<file path="src/rtl/fetch_pkg.sv">
// Shared types and constants for the fetch stage.
// Optional feature macro used by this slice: FETCH_PERF_CNT_EN (performance counters).
package fetch_pkg;

    typedef enum logic [1:0] {
        IDLE = 2'd0,
        RUN  = 2'd1,
        HALT = 2'd2
    } fetch_state_t;

    localparam logic [31:0] NOP_INST    = 32'h0000_0013;
    localparam logic [31:0] ECALL_INST  = 32'h0000_0073;
    localparam logic [31:0] EBREAK_INST = 32'h0010_0073;

    // True for instructions that stop the fetch stream.
    function automatic logic is_halt_inst(input logic [31:0] inst);
        return (inst == ECALL_INST) || (inst == EBREAK_INST);
    endfunction

endpackage

</file>
<file path="src/rtl/fetch_perf_cnt.sv">
// Saturating fetch/stall performance counters for the fetch stage.
// Instantiated by fetch_controller only when FETCH_PERF_CNT_EN is defined.
module fetch_perf_cnt (
    input  logic        clk,
    input  logic        rst,
    input  logic        fetch_inc,
    input  logic        stall_inc,
    output logic [31:0] fetch_cnt,
    output logic [31:0] stall_cnt
);

    // Count qualifying cycles, holding at all-ones instead of wrapping.
    always_ff @(posedge clk) begin
        if (rst) begin
            fetch_cnt <= '0;
            stall_cnt <= '0;
        end else begin
            if (fetch_inc && (fetch_cnt != '1))
                fetch_cnt <= fetch_cnt + 32'd1;
            if (stall_inc && (stall_cnt != '1))
                stall_cnt <= stall_cnt + 32'd1;
        end
    end

endmodule

</file>
<file path="src/rtl/fetch_controller.sv">
// Instruction fetch controller: PC sequencing, IF/ID register, halt detection.
// Optional macro FETCH_PERF_CNT_EN enables the fetch/stall performance counters;
// without it fetch_cnt and stall_cnt are constant zero.
module fetch_controller
    import fetch_pkg::*;
#(
    parameter logic [31:0] RESET_PC   = 32'h0000_0000,
    parameter int unsigned IMEM_DEPTH = 32
) (
    input  logic        clk,
    input  logic        rst,
    input  logic        stall,
    input  logic        flush,
    input  logic [31:0] br_target,
    output logic [31:0] pc_f,
    input  logic [31:0] inst_i,
    output logic [31:0] pc_d,
    output logic [31:0] inst_d,
    output logic        valid_d,
    output logic        halted,
    output logic        fault,
    output logic [31:0] fetch_cnt,
    output logic [31:0] stall_cnt
);

    // 33-bit limit so IMEM_DEPTH*4 cannot overflow the comparison.
    localparam logic [32:0] PC_LIMIT = 33'(IMEM_DEPTH) * 33'd4;

    fetch_state_t state;
    logic         in_run;
    logic         out_of_range;
    logic         advance;

    // Per-cycle decisions in RUN: flush beats the range fault, which beats stall.
    always_comb begin
        in_run       = (state == RUN);
        out_of_range = ({1'b0, pc_f} >= PC_LIMIT);
        advance      = in_run && !flush && !out_of_range && !stall;
    end

    // Fetch FSM with registered PC, IF/ID register and status flags.
    always_ff @(posedge clk) begin
        if (rst) begin
            state   <= IDLE;
            pc_f    <= RESET_PC;
            pc_d    <= '0;
            inst_d  <= NOP_INST;
            valid_d <= 1'b0;
            halted  <= 1'b0;
            fault   <= 1'b0;
        end else begin
            case (state)
                IDLE: begin
                    state <= RUN;
                end
                RUN: begin
                    if (flush) begin
                        pc_f    <= br_target & 32'hFFFF_FFFC;
                        inst_d  <= NOP_INST;
                        valid_d <= 1'b0;
                    end else if (out_of_range) begin
                        state   <= HALT;
                        halted  <= 1'b1;
                        fault   <= 1'b1;
                        inst_d  <= NOP_INST;
                        valid_d <= 1'b0;
                    end else if (!stall) begin
                        pc_d    <= pc_f;
                        inst_d  <= inst_i;
                        valid_d <= 1'b1;
                        pc_f    <= pc_f + 32'd4;
                        if (is_halt_inst(inst_i)) begin
                            state  <= HALT;
                            halted <= 1'b1;
                        end
                    end
                end
                HALT: begin
                    valid_d <= 1'b0;
                end
                default: begin
                    state <= IDLE;
                end
            endcase
        end
    end

`ifdef FETCH_PERF_CNT_EN
    logic stall_cycle;

    // A stall cycle is counted only when no flush overrides it.
    always_comb begin
        stall_cycle = in_run && stall && !flush;
    end

    fetch_perf_cnt u_perf_cnt (
        .clk       (clk),
        .rst       (rst),
        .fetch_inc (advance),
        .stall_inc (stall_cycle),
        .fetch_cnt (fetch_cnt),
        .stall_cnt (stall_cnt)
    );
`else
    assign fetch_cnt = '0;
    assign stall_cnt = '0;
`endif

endmodule
</file>
<file path="config.mk">
export PLATFORM = sky130hd
export DESIGN_NAME = fetch_controller
export DESIGN_NICKNAME = d
export VERILOG_FILES = /design/src/rtl/fetch_pkg.sv /design/src/rtl/fetch_perf_cnt.sv /design/src/rtl/fetch_controller.sv
export SDC_FILE = /design/constraint.sdc
export NUM_CORES = 1
export LEC_CHECK = 0
export ABC_AREA = 1
export BUFFER_PORTS_ARGS = -buffer_cell sky130_fd_sc_hd__buf_2
export CAP_MARGIN = 20
export CORE_UTILIZATION = 50
export DETAILED_ROUTE_END_ITERATION = 10
export GPL_TIMING_DRIVEN = 0
export HOLD_SLACK_MARGIN = 0.03
export PLACE_DENSITY = 0.85
export SYNTH_ARGS = -nofsm -noshare
export SYNTH_HDL_FRONTEND = slang
export SYNTH_SLANG_ARGS = --single-unit
</file>
<file path="constraint.sdc">
create_clock -name clk -period 2.26 [get_ports clk]
set_input_delay 0.226 -clock clk [delete_from_list [all_inputs] [get_ports clk]]
set_output_delay 0.226 -clock clk [all_outputs]
set_load 0.1 [all_outputs]
</file>
### Yosys cells after proc, flatten, opt, wreduce, memory -nomap -nowiden

Cells that the tools add are included.

| storage, ports and cells | value |
|---|---|
| output and inout port bits | 163 |
| register bits after elaboration | 101 |
| bits of input ports | 68 |
| logic and storage cells | 54 |

| operators by class | value |
|---|---|
| $lt $le $gt $ge | 1 |
| reductions and logical operators | 11 |
| equal/unequal tests | 12 |
| multiplexer cells | 18 |
| bitwise logic cells | 4 |
| add/subtract/negate cells | 1 |

Operators with widths:

| kind | number |
|---|---|
| 32-bit 2-to-1 mux | 6 |
| 32-bit by 3-bit adder with 32-bit output, second input constant | 1 |
| 32-bit by 21-bit equality test with 1-bit output, second input constant | 1 |
| 32-bit by 7-bit equality test with 1-bit output, second input constant | 1 |
| 32-bit by 8-bit >= comparator with 1-bit output, second input constant | 1 |
| 4-bit AND reduction | 3 |
| 2-bit 2-to-1 mux | 4 |
| 1-bit 2-to-1 mux | 6 |
| 3-bit by 1-bit inequality test with 1-bit output, second input constant | 2 |
| 2-bit case mux with 3 select lines | 1 |
| 3-bit AND reduction | 2 |
| 2-bit by 1-bit inequality test with 1-bit output, second input constant | 2 |
| 2-bit inequality test, second input constant | 2 |
| 4-bit by 3-bit inequality test with 1-bit output, second input constant | 1 |
| 1-bit inverter | 4 |
| 2-bit AND reduction | 2 |
| 2-bit nonzero test | 2 |
| 3-bit by 2-bit inequality test with 1-bit output, second input constant | 1 |
| 2-bit by 1-bit equality test with 1-bit output, second input constant | 1 |
| 2-bit equality test, second input constant | 1 |
| 2-bit logical NOT | 1 |
| 1-bit case mux with 2 select lines | 1 |
| 1-bit logical OR | 1 |

### Depth between registers and ports, before layout

| logic depth | value |
|---|---|
| depth in word-level cells | 7 |
| depth in mapped cells | 12 |

### Worst setup path before layout

Ideal clock, no wire load.

| timing | value |
|---|---|
| path kind | register -> register |
| start point | register pc_f[2] |
| end point | register pc_f[18] |
| arrival | 2.302 ns |
| path slack | -0.113 ns |
| path buffers | 0 |
| cell stages (with the launch flop) | 9 |
| setup time | 0.071 ns |
| path through | dfxtp_1 -> ha_1 -> nand3_1 -> nor3_2 -> and3_1 -> nand2_1 -> o21ai_0 -> nand2_1 -> a21oi_1 |

| on the way | value |
|---|---|
| longest elaborated chain between the ends | 4 |

Ends and longest elaborated chain:

| item | line | text |
|---|---|---|
| start: declaration | fetch_controller.sv:15 | `output logic [31:0] pc_f,` |
| start signal: assignment | fetch_controller.sv:58 | `pc_f <= br_target & 32'hFFFF_FFFC;` |
| start signal: assignment | fetch_controller.sv:71 | `pc_f <= pc_f + 32'd4;` |
| 32-bit by 3-bit adder with 32-bit output | fetch_controller.sv:71 |  |
| 32-bit 2-to-1 mux | fetch_controller.sv:67 | `end else if (!stall) begin` |
| 32-bit 2-to-1 mux | fetch_controller.sv:61 | `end else if (out_of_range) begin` |
| 32-bit 2-to-1 mux | fetch_controller.sv:57 | `if (flush) begin` |

Several ways; a longest one is shown, not always the timed one. The select of a mux whose other input is x is not followed.
A chain may end at the register's enable or synchronous reset.

### Final worst setup path

| timing | value |
|---|---|
| start point | register pc_f[29] |
| end point | register pc_f[12] |

| on the way | value |
|---|---|
| longest elaborated chain between the ends | 3 |

Ends and longest elaborated chain:

| item | line | text |
|---|---|---|
| 32-bit by 8-bit >= comparator with 1-bit output | fetch_controller.sv:37 | `out_of_range = ({1'b0, pc_f} >= PC_LIMIT);` |
| 2-bit inequality test (no line) | - |  |
| 3-bit AND reduction (no line) | - |  |

No other way between the ends.

==> metrics.csv <==
stage,metric,value,unit
power_and_ir_drop,worst vdd ir,0.683,mV
synth,post-synthesis compound-gate area fraction,10.8,%
cells_and_area,register area,1940,um2
setup_path,Top delay family on crit path,simple AND/OR/NAND/NOR gates,
setup_path,WP data required,2.49,ns
cells_and_area,fin cells,1086,
cells_and_area,diode count,0,
route,Via Count,5170,
clocking,"CTS clk-pin slew, worst paths",0.12,ns
status,status,"finished, final reports clean",
power_and_ir_drop,clock network fraction of total power,17.5,%
sta,Slew Limit Headroom,58.9,%
place,I/O Buffers,159,
global_route,largest net degree at the start of global routing,21,
die,num ports,231,
setup_path,Setup crit end kind,flop,
power_and_ir_drop,Internal Pwr Total,2.99,mW
power_and_ir_drop,Leakage,3.22,nW
sta,final period utilization,83.4,%
route,overall routed net length,13900,um
power_and_ir_drop,switching part of the total,55.2,%
synth,synth top area cells,"dfxtp_1 (39%), nand2_1 (14%), buf_4 (10%)",
setup_path,CP startpoint kind,flop,
clocking,root buffer cell,clkbuf_8,
synth,main combinational cell family by area after synthesis,simple AND/OR/NAND/NOR gates,
synth,Synth Area in Adders,1.25,%
route,final antenna-violating net count,0,
die,floorplan row count,36,
setup_path,crit path cell chain,inv_2 -> nand2_1 -> nor2_1 -> nand2_1 -> nor2_2 -> nand2_2 -> nand2_2 -> nand2_2 -> buf_2 -> a21oi_1 -> a211oi_1,
sta,minimum clock period,1.88,ns
setup_path,"Arr. time, crit path",2.12,ns
die,Initial Util,51.4,%
synth,most frequent cell after synthesis,nand2_1,
die,DIE AREA,10400,um2
synth,Post-Syn Instances,711,
power_and_ir_drop,pwr dens,1040,nW/um2
global_route,M3 GR Usage,3.97,%
cells_and_area,Multi-input gate area,2480,um2
sta,RSZ-0062 raised after global routing,no,
route,drc violations,0,
sta,setup TNS,0,ns
synth,Yosys top cell area share,38.8,%
power_and_ir_drop,combinational share of power,50.5,%
global_route,M2 GR Usage,41.0,%
synth,number of synthesized flops with an enable pin,0,
cells_and_area,fin nets,1021,
route,DR vias/cell,4.76,
power_and_ir_drop,Power Total,6.67,mW
global_route,first-pass GRT wire length,20800,um
place,Detailed Place HPWL,10800,um
synth,asr flop ratio synth,0,%
die,core box area,9730,um2
clocking,post_cts resized,0,
clocking,TritonCTS clock tree,built,
min_path,worst hold path type,in -> reg,
cells_and_area,area grow syn2layout,28.5,%
clocking,H-tree depth,3,
synth,synth unique cells,34,
synth,top_reg_cell synth,dfxtp_1,
clocking,CTS Buffer Depth,2,
global_route,vias in the first global route,4393,
synth,Post-Syn Area,5000,um2
synth,top cell type by total area after synthesis,dfxtp_1,
synth,leading cell types by count after synthesis,"nand2_1 (186), dfxtp_1 (97), nor2_1 (87)",
global_route,initial antenna violation count,0,
sta,Final Max Slew Viols,0,
setup_path,max incr delay on CP,0.39,ns
place,cell count after placement,1070,
global_route,grt total ovfl,0,
synth,syn avg cell area,7.03,um2
global_route,GR peak layer,met2,
synth,"Seq/Total Area, Yosys",38.8,%
clocking,total CTS buffers,9,
global_route,global routing met1 resource utilization,34.7,%
sta,Final Hold Viols,0,
setup_path,Setup Crit Path Kind,reg -> reg,
place,gpl congestion,0.992,
synth,simple-gate share of the synthesized area,32.0,%
sta,Worst Skew,0.0149,ns
route,drt first pass iters,5,
cells_and_area,ratio of cells with drive above 1 in the final layout,30.3,%
clocking,Post-CTS Hold Fix Bufs,0,
clocking,clock sink count,97,
setup_path,CP max FO,10,
setup_path,Worst path most repeated cell,nand2_2,
synth,#FFs+latches synth,97,
clocking,worst skew pair latency,0.37,ns
sta,Worst-Margin Slew,0.617,ns
power_and_ir_drop,Seq pwr share,32.0,%
die,die height,102,um
synth,mux contribution to synthesized area,0,%
die,Die Wd,102,um
synth,Ys Warns,0,
sta,Max Freq,0.531,GHz
power_and_ir_drop,NetSw,3.68,mW
route,Starting DRT DRC Count,314,
global_route,Global Route Usage Sum,25.6,%
flow_run,max_cap viols,0,
clocking,setup bufs post-CTS,0,
route,routed length per instance,12.8,um
synth,Synth Area in XOR/XNOR,0.525,%
setup_path,slowest library cell on the worst path,dfxtp_1,
setup_path,Buf/Inv on CP,2,
sta,setup violators final,0,
cells_and_area,total of fill cells in the finished design,919,
## sequential cells by signal (all words and copies together) (netlist names)
signal and count:
pc_f 30, valid_d 1, fault 1, pc_d 30, state 2, halted 1
inst_d 32
## layout by cell type (no fill, tap or decap), types with 9 or more instances in the layout
| master | instances |
|---|---|
| a21oi_1 | 47 |
| a21oi_2 | 11 |
| and3_1 | 28 |
| buf_2 | 167 |
| buf_4 | 69 |
| clkbuf_1 | 17 |
| clkbuf_8 | 9 |
| conb_1 | 68 |
| dfxtp_1 | 95 |
| inv_1 | 34 |
| nand2_1 | 186 |
| nand3_1 | 39 |
| nor2_1 | 87 |
| nor3_1 | 9 |
| o21ai_0 | 24 |
## logic make-up (layout without fill, tap and decap cells)
logic type / count (synthesis) / count (layout)
AND/OR/NAND/NOR: 371 / 371
XOR/XNOR: 3 / 3
AO/OA/AOI/OAI: 93 / 93
flip-flops: 97 / 97
buffers and inverters: 141 / 316
adder cells (fa/ha/maj): 5 / 5
other: 1 / 68
## per-layer routing
layer	part of all wire [%]	routed length, um
met5	0	0
met1	43	6010
met3	8.5	1170
met4	2.5	342
met2	46	6350
## cell type report
class | instances | area share (%)
Multi-Input combinational cell | 540 | 38.6
Inverter | 42 | 2.47
Buffer | 99 | 10.4
Timing Repair Buffer | 159 | 12.4
Tap cell | 133 | 2.59
Sequential cell | 97 | 30.3
Clock buffer | 9 | 1.93
Clock inverter | 7 | 1.30
## power groups by stage
| stage | registers [mW] | logic [mW] | clock network, mW |
|---|---|---|---|
| final | 2.13 | 3.37 | 1.17 |
| after floorplan | 3.43 | 1.53 | 0 |
| after detailed placement | 2.17 | 3.35 | 0 |
| after CTS | 2.13 | 3.36 | 1.18 |
| after global routing | 2.16 | 3.56 | 1.24 |
| after global placement | 2.16 | 3.32 | 0 |
## stage by stage
stage	util, %	hold WS (ns)	setup slack [ns]	instance area (um2)
after CTS	66.0	0.0881	0.400	6420
final	66.0	0.0965	0.375	6420
after floorplan	-	0.373	0.0406	5260
after detailed placement	63.9	0.442	0.413	6220
after global placement	63.9	0.435	0.420	6220
after global routing	66.0	0.0962	0.196	6420
## worst paths after layout
kind / start / slack [ns] / cells past startpoint / to
worst max register to register: pc_f[29] / 0.38 / 11 / pc_f[12]
worst max-delay path: pc_f[29] / 0.38 / 11 / pc_f[12]
worst min register to register: inst_d[7] / 0.47 / 2 / inst_d[7]
worst min-delay path: inst_i[18] / 0.1 / 3 / inst_d[18]
## tightest hold or removal path: cells and delay by family
family	cells	cell delay, ns
AO/OA/AOI/OAI	1	0.05
buffers and inverters	1	0.10
AND/OR/NAND/NOR	1	0.06
Note: power is estimated with default switching activity, not from simulation.
